`src/rtl/calc_pkg.sv`:
```
// calc_pkg: shared command, status and state types for the keypad calculator
package calc_pkg;
  typedef enum logic [3:0] {
    DIG0, DIG1, DIG2, DIG3, DIG4, DIG5, DIG6, DIG7, DIG8, DIG9,
    ADD, SUB, MUL, DIV, EQ, BKSP
  } cmd_t;
  typedef enum logic [1:0] {
    ST_ERR   = 2'b00,
    ST_BUSY  = 2'b01,
    ST_READY = 2'b10
  } status_t;
  typedef enum logic [2:0] {ENTRY_A, ENTRY_B, EXEC, CONV, ERR} state_t;
  function automatic longint unsigned pow10(input int n);
    longint unsigned p = 1;
    for (int i = 0; i < n; i++) p = p * 10;
    return p;
  endfunction
endpackage

```
`src/rtl/calc_seq_if.sv`:
```
// calc_seq_if: keypad command handshake plus display/scan outputs
//   master drives cmd/cmd_valid; slave (the calculator) drives the rest
interface calc_seq_if #(parameter int W = 30);
  logic [3:0]   cmd;
  logic         cmd_valid;
  logic         cmd_ready;
  logic [1:0]   status;
  logic         neg;
  logic [W-1:0] digits;
  logic [3:0]   pos;
  logic [3:0]   data;
  modport master (output cmd, cmd_valid, input cmd_ready, status, neg, digits, pos, data);
  modport slave  (input cmd, cmd_valid, output cmd_ready, status, neg, digits, pos, data);
endinterface

```
`src/rtl/calc_bin2bcd.sv`:
```
// calc_bin2bcd: iterative double-dabble binary to NDIG-digit BCD converter
//   start loads bin; done is high in the cycle of the last shift, after which
//   bcd holds the finished image until the next start
module calc_bin2bcd #(
  parameter int W    = 30,
  parameter int NDIG = 8
) (
  input  logic              clock,
  input  logic              reset,
  input  logic              start,
  input  logic [W-1:0]      bin,
  output logic              done,
  output logic [4*NDIG-1:0] bcd
);
  localparam int CW = $clog2(W);
  logic [W-1:0]      sh;
  logic [CW-1:0]     cnt;
  logic              run;
  logic [4*NDIG-1:0] adj;
  always_comb begin
    adj = bcd;
    for (int i = 0; i < NDIG; i++)
      adj[4*i +: 4] = bcd[4*i +: 4] >= 4'd5 ? bcd[4*i +: 4] + 4'd3 : bcd[4*i +: 4];
  end
  assign done = run && cnt == CW'(W - 1);
  always_ff @(posedge clock or posedge reset)
    if (reset) begin
      sh  <= '0;
      bcd <= '0;
      cnt <= '0;
      run <= 1'b0;
    end else if (start) begin
      sh  <= bin;
      bcd <= '0;
      cnt <= '0;
      run <= 1'b1;
    end else if (run) begin
      bcd <= {adj[4*NDIG-2:0], sh[W-1]};
      sh  <= sh << 1;
      cnt <= cnt + 1'b1;
      run <= !done;
    end
endmodule

```
`src/rtl/calc_seq.sv`:
```
// calc_seq: chained NDIG-digit decimal keypad calculator with BCD scan-out
//   clock/reset : rising-edge clock, asynchronous active-high reset
//   io (slave)  : cmd/cmd_valid/cmd_ready keypad handshake; status, neg,
//                 digits (binary magnitude), pos/data (BCD digit scan)
module calc_seq
  import calc_pkg::*;
#(
  parameter int NDIG    = 8,
  parameter int W       = 30,
  parameter bit MUL_SEQ = 1
) (
  input logic       clock,
  input logic       reset,
  calc_seq_if.slave io
);
  localparam int CW = $clog2(W);
  localparam logic [W-1:0] MAXV = W'(pow10(NDIG) - 1);
  localparam logic [W-1:0] LIM  = W'(pow10(NDIG - 1));
  state_t            state, ret;
  cmd_t              c, op, nop;
  logic [W-1:0]      reg_a, reg_b, digits, sh, rem, rem_n, q_n, base;
  logic [2*W-1:0]    acc, acc_n, ma, res;
  logic [W:0]        r1;
  logic [CW-1:0]     cnt;
  logic [3:0]        pos;
  logic [4*NDIG-1:0] bcd;
  logic              neg, nb, chain, valid, cv_start, cv_done;
  logic              is_dig, is_op, go_exec, is_neg, ge, last, fin, err;
  calc_bin2bcd #(.W(W), .NDIG(NDIG)) u_conv (
    .clock (clock),
    .reset (reset),
    .start (cv_start),
    .bin   (digits),
    .done  (cv_done),
    .bcd   (bcd)
  );
  assign c            = cmd_t'(io.cmd);
  assign is_dig       = io.cmd < 4'd10;
  assign is_op        = c inside {ADD, SUB, MUL, DIV};
  // the first digit of operand B replaces whatever is on display (e.g. a chained result)
  assign base         = state == ENTRY_B && !nb ? '0 : digits;
  assign go_exec      = state == ENTRY_B && (c == EQ || (is_op && nb));
  assign io.cmd_ready = state == ENTRY_A || state == ENTRY_B;
  assign io.status    = state == ERR ? ST_ERR : io.cmd_ready ? ST_READY : ST_BUSY;
  assign io.neg       = neg;
  assign io.digits    = digits;
  assign io.pos       = pos;
  assign io.data      = valid ? 4'(bcd >> {pos, 2'b00}) : 4'd0;
  always_comb begin
    is_neg = op == SUB && reg_a < reg_b;
    acc_n  = acc + (sh[0] ? ma : '0);
    r1     = {rem, sh[W-1]};
    ge     = r1 >= {1'b0, reg_b};
    rem_n  = ge ? W'(r1 - {1'b0, reg_b}) : r1[W-1:0];
    q_n    = {sh[W-2:0], ge};
    last   = cnt == CW'(W - 1);
    res    = op == ADD ? (2*W)'(reg_a) + (2*W)'(reg_b) :
             op == SUB ? (2*W)'(is_neg ? reg_b - reg_a : reg_a - reg_b) :
             op == MUL ? (MUL_SEQ ? acc_n : (2*W)'(reg_a) * (2*W)'(reg_b)) : (2*W)'(q_n);
    fin    = op == ADD || op == SUB || (op == MUL && (!MUL_SEQ || last)) ||
             (op == DIV && (reg_b == '0 || last));
    err    = (op == DIV && reg_b == '0) || res > (2*W)'(MAXV) || (chain && is_neg);
  end
  always_ff @(posedge clock or posedge reset)
    if (reset) begin
      state    <= ENTRY_A;
      ret      <= ENTRY_A;
      op       <= ADD;
      nop      <= ADD;
      reg_a    <= '0;
      reg_b    <= '0;
      digits   <= '0;
      neg      <= 1'b0;
      nb       <= 1'b0;
      chain    <= 1'b0;
      valid    <= 1'b0;
      cv_start <= 1'b0;
      cnt      <= '0;
      acc      <= '0;
      ma       <= '0;
      sh       <= '0;
      rem      <= '0;
      pos      <= '0;
    end else begin
      cv_start <= 1'b0;
      pos      <= pos == 4'(NDIG - 1) ? 4'd0 : pos + 4'd1;
      case (state)
        ENTRY_A, ENTRY_B: if (io.cmd_valid) begin
          valid <= 1'b0;
          if (go_exec) begin
            reg_b <= digits;
            chain <= c != EQ;
            nop   <= c;
            state <= EXEC;
            cnt   <= '0;
            acc   <= '0;
            rem   <= '0;
            ma    <= (2*W)'(reg_a);
            // shift register holds the multiplier, or the dividend that becomes the quotient
            sh    <= op == DIV ? reg_a : digits;
          end else begin
            state    <= CONV;
            ret      <= state;
            cv_start <= 1'b1;
            if (is_dig) begin
              if (base < LIM) begin
                digits <= base * W'(10) + W'(io.cmd);
                nb     <= 1'b1;
              end
              neg <= 1'b0;
            end else if (c == BKSP) begin
              digits <= digits / W'(10);
              neg    <= 1'b0;
            end else if (is_op) begin
              op <= c;
              if (state == ENTRY_A) begin
                reg_a  <= digits;
                digits <= '0;
                nb     <= 1'b0;
                neg    <= 1'b0;
                ret    <= ENTRY_B;
              end
            end
          end
        end
        EXEC: begin
          cnt <= cnt + 1'b1;
          acc <= acc_n;
          ma  <= ma << 1;
          sh  <= op == DIV ? q_n : sh >> 1;
          rem <= rem_n;
          if (fin) begin
            if (err) begin
              state  <= ERR;
              digits <= '0;
              neg    <= 1'b0;
            end else begin
              state    <= CONV;
              cv_start <= 1'b1;
              digits   <= res[W-1:0];
              neg      <= is_neg;
              ret      <= chain ? ENTRY_B : ENTRY_A;
              if (chain) begin
                reg_a <= res[W-1:0];
                op    <= nop;
                nb    <= 1'b0;
              end
            end
          end
        end
        CONV: if (cv_done) begin
          state <= ret;
          valid <= 1'b1;
        end
        default: ;
      endcase
    end
endmodule

```
`src/flat_wrapper.sv`:
```
// flat-port wrapper written by rule: the top's interface ports become plain ports
module calc_seq_flat import calc_pkg::*;
#(
  parameter int NDIG    = 8,
  parameter int W       = 30,
  parameter bit MUL_SEQ = 1
)
  (clock, reset, io_cmd, io_cmd_valid, io_cmd_ready, io_status, io_neg, io_digits, io_pos, io_data);
  calc_seq_if #(.W(W)) io_i ();
  input logic clock;
  input logic reset;
  input wire logic [$bits(io_i.cmd)-1:0] io_cmd;
  input wire logic [$bits(io_i.cmd_valid)-1:0] io_cmd_valid;
  output wire logic [$bits(io_i.cmd_ready)-1:0] io_cmd_ready;
  output wire logic [$bits(io_i.status)-1:0] io_status;
  output wire logic [$bits(io_i.neg)-1:0] io_neg;
  output wire logic [$bits(io_i.digits)-1:0] io_digits;
  output wire logic [$bits(io_i.pos)-1:0] io_pos;
  output wire logic [$bits(io_i.data)-1:0] io_data;
  assign io_i.cmd = io_cmd;
  assign io_i.cmd_valid = io_cmd_valid;
  assign io_cmd_ready = io_i.cmd_ready;
  assign io_status = io_i.status;
  assign io_neg = io_i.neg;
  assign io_digits = io_i.digits;
  assign io_pos = io_i.pos;
  assign io_data = io_i.data;
  calc_seq #(.NDIG(NDIG), .W(W), .MUL_SEQ(MUL_SEQ)) u_core (.clock(clock), .reset(reset), .io(io_i));
endmodule
```
`config.mk`:
```
export PLATFORM = sky130hd
export DESIGN_NAME = calc_seq_flat
export DESIGN_NICKNAME = d
export VERILOG_FILES = /design/src/rtl/calc_pkg.sv /design/src/rtl/calc_seq_if.sv /design/src/rtl/calc_bin2bcd.sv /design/src/rtl/calc_seq.sv /design/src/flat_wrapper.sv
export SDC_FILE = /design/constraint.sdc
export NUM_CORES = 2
export LEC_CHECK = 0
export ABC_CLOCK_PERIOD_IN_PS = 13240
export CAP_MARGIN = 15
export CELL_PAD_IN_SITES_DETAIL_PLACEMENT = 1
export CELL_PAD_IN_SITES_GLOBAL_PLACEMENT = 2
export CORE_AREA = 3 3 306 308
export CTS_BUF_LIST = sky130_fd_sc_hd__clkbuf_4
export CTS_CLUSTER_SIZE = 16
export DETAILED_ROUTE_END_ITERATION = 6
export DIE_AREA = 0 0 309 311
export HOLD_SLACK_MARGIN = 0.12
export PLACE_DENSITY = 0.75
export SLEW_MARGIN = 20
export SYNTH_ARGS = -nofsm -noshare
export SYNTH_HDL_FRONTEND = slang
export SYNTH_SLANG_ARGS = --single-unit
```
`constraint.sdc`:
```
create_clock -name clock -period 13.24 [get_ports clock]
set_input_delay 2.648 -clock clock [delete_from_list [all_inputs] [get_ports clock]]
set_output_delay 2.648 -clock clock [all_outputs]
set_load 0.02 [all_outputs]
```
==> impl_metrics.csv <==
group,metric,value,unit
status,status,"finished, final reports clean",
place,post-dp-hpwl,86000,microns
clock_tree,cts_setup_buffers,0,
detailed_routing,remaining_drc_errors,0,
setup_path,cp-end-kind,"flop",
finish,syn_to_final_growth,8.62,%
setup_path,critPathMaxFanout,20,
synth,yosys-top-cells-count,"nand2_1 (518), o21ai_0 (389), dfrtp_1 (362)",
clock_tree,numClockSinks,366,
hold_path,min_to,"u_core.ret[1]",
place,port-buffer-count,48,
synth,synth_most_common_cell,"nand2_1",
synth,async_flop_share,1.00,
timing,min_period,12.03,ns
clock_tree,insertion_delay,0.98,ns
hold_path,hp-start,"u_core.ret[1]",
synth,synth_nets,4403,
synth,synth-compound-area-share,0.273,
clock_tree,clock_path_buffers,3,
global_routing,antenna_found_initial,5,
timing,max_freq,83.1,MHz
detailed_routing,routed_via_density,5.81,
detailed_routing,drt-initial-drc-count,2043,
floorplan,core,91400,sq um
global_routing,gr-total-overflow,0,
detailed_routing,wl_per_cell,22.0,microns
setup_path,worstSetupPathType,"flop to flop",
setup_path,crit_buf_inv,1,
timing,finClkSkew,0.0867,ns
finish,layout.nets,4367,
floorplan,io_pins,49,
setup_path,rr_worst_depth,36,
timing,hold_viol,0,
synth,yosys_warnings,0,
setup_path,ff2ff_setup_slack,1.21,ns
hold_path,whs_path_depth,2,
setup_path,critical-path-top-delay-family,"compound AO/OA/AOI/OAI gates",
detailed_routing,dr.pass1.iters,5,
synth,netlist_area,32800,sq um
synth,synth_top_family_by_area,"compound AO/OA/AOI/OAI gates",
timing,rsz0062_at_grt,"no",
detailed_routing,ant_nets,0,
hold_path,holdCritPathClass,"flop to flop",
synth,synthCells,4135,
detailed_routing,vias,31200,
synth,ys_seq_elements,366,
clock_tree,cts_made_buffers,114,
floorplan,fp-row-count,111,
place,globalplace.congestion,0.873,
synth,synth_flop_cell,"dfrtp_1",
global_routing,grt_pass1_wl,187000,microns
synth,synth-edff-count,0,
clock_tree,clkTransAtPathRegs,0.07,ns
detailed_routing,wirelength,118000,microns
synth,synth_fa_ha_area_frac,0.102,
global_routing,grt_usage,0.244,
setup_path,cp_num_cells,36,
setup_path,cp.arrival,12.93,ns
setup_path,cp.required,14.15,ns
timing,worst_pin_slew,1.05,ns
timing,finalMaxSlewViolations,0,
setup_path,crit_slowest_cell,"dfrtp_1",
synth,syn_area_per_cell,7.93,sq um
floorplan,fp.dieH,311,microns
synth,synth_top_cell_area_share,0.276,
clock_tree,cts_tree,"done",
finish,fillers,11100,
synth,synth_top_cell_by_area,"dfrtp_1",
synth,synth_cell_types,111,
clock_tree,ctsRootBufferMaster,"clkbuf_4",
timing,period_share,0.908,
clock_tree,h-tree-depth,3,
synth,synthMuxAreaShare,0.0562,
timing,setup_viol,0,
setup_path,r2r_start,"u_core.io.digits[24]",
global_routing,first_global_vias,31500,
setup_path,start_kind,"flop",
timing,setup-tns-final,0,ns
timing,slew_headroom,0.299,
setup_path,cp_slowest_stage_delay,0.80,ns
synth,synth_xor_area_frac,0.0473,
floorplan,start_util,0.359,
synth,synthSimpleGateAreaFrac,0.185,
synth,yosys-top-cells-area,"dfrtp_1 (28%), ha_1 (9.7%), o21ai_0 (5.9%), nand2_1 (5.9%), a21oi_1 (4.7%)",
finish,layout-drive-gt1-share,0.0808,
floorplan,die_w,309,microns
flow_run,maxCapViolations,0,
setup_path,r2r_end,"u_core.io.digits[0]",
synth,seq_area_frac_synth,0.280,
global_routing,grt_max_degree,131,
floorplan,design.die.area,96100,sq um
[what timing repair did]
action                     CTS  global route
setup endpoints to repair    0             2
hold buffers                 0             0
resized for setup            0             2
[final cells by class]
type                       instances  area (sq um)  share of cell area
clock buffer                     168          1260              0.0354
sequential                       366          9170               0.258
tap                             1186          1480              0.0417
inverter                         218           826              0.0232
multi-input combinational       3294         21800               0.613
timing repair buffer             105           921              0.0259
antenna                            8          20.0            0.000562
clock inverter                    21          90.1             0.00253
[per-layer routing]
layer | global-route usage | vias to the layer above | routed length (microns)
li1 | - | 14900 | -
met1 | 0.351 | 15500 | 57500
met2 | 0.377 | 622 | 52400
met3 | 0.0377 | 170 | 5300
met4 | 0.0683 | 0 | 3050
met5 | 0 | - | 0
[worst min-delay path, stage by stage, from the launching register on]
cell	delay [ns]
dfrtp_1	0.32
inv_1	0.05
nor2_1	0.09
[placed cells by master (no fill, tap or decap), types with 14 or more instances in the layout]
cell type,synthesis,layout
xnor2_1,105,104
o22ai_1,34,34
a31oi_1,29,29
mux2_2,17,17
a22o_1,82,82
clkinv_1,7,22
a21oi_1,310,309
nor4_1,31,31
o221ai_1,17,17
o21ai_0,389,388
xor2_1,72,72
o21bai_1,75,75
buf_4,6,56
nor2b_1,26,26
nor2_1,321,319
nand3_1,112,111
o211ai_1,27,27
inv_1,208,207
and3_1,29,28
nand2_1,518,516
o21ai_1,13,14
clkbuf_4,0,168
o21a_1,26,26
and2_1,72,71
a221oi_1,15,14
o22a_1,15,15
nand2b_1,32,32
nand4_1,25,25
o31ai_1,30,30
mux2i_1,140,140
a211oi_1,36,36
o2111ai_1,14,14
ha_1,254,254
clkdlybuf4s50_1,0,48
dfrtp_1,362,359
nor3_1,72,72
a21o_1,60,60
or3_1,19,19
[registers in the layout, indices dropped and copies added (netlist names), 5 cells and up]
register,flops
u_core.u_conv.cnt,5
u_core.acc,60
u_core.reg_b,30
u_core.u_conv.sh,30
u_core.io.digits,30
u_core.cnt,5
u_core.reg_a,30
u_core.ma,60
u_core.rem,30
u_core.u_conv.bcd,32
u_core.sh,30
[worst max-delay path by stage]
| stage | slack [ns] | end | startpoint |
|---|---|---|---|
| floorplan | 0.44 | u_core.acc[0] | reset |
| CTS | 1.18 | u_core.io.digits[0] | u_core.io.digits[22] |
| global placement | 1.47 | u_core.io.digits[0] | u_core.io.digits[22] |
| detailed placement | 1.17 | u_core.io.digits[0] | u_core.io.digits[22] |
| global route | 0.17 | u_core.io.digits[0] | u_core.io.digits[24] |
| finish | 1.21 | u_core.io.digits[0] | u_core.io.digits[24] |
[through the flow]
stage          cells  worst slack (ns)  area [sq um]  hold slack (ns)   util
5_1_grt         5366             0.173         35600            0.521  0.390
6_report        5366              1.21         35600            0.490  0.390
2_1_floorplan   4135             0.438         32800            0.456      -
4_1_cts         5358              1.18         35600            0.494  0.389
3_5_place_dp    5169              1.17         34200            0.480  0.374
3_3_place_gp    5169              1.47         34200            0.471  0.374
[kinds of logic after synthesis]
kind of cell,count (synthesis)
buffers and inverters,475
and+or+nand+nor,1324
muxes,169
DFF,366
AOI/OAI and AO/OA,1361
adders and majority gates,263
xor gates and xnor gates,177
Power is left out: the tool's default activity adds up to more than one toggle a clock period on the data nets, which glitch-free logic cannot reach.
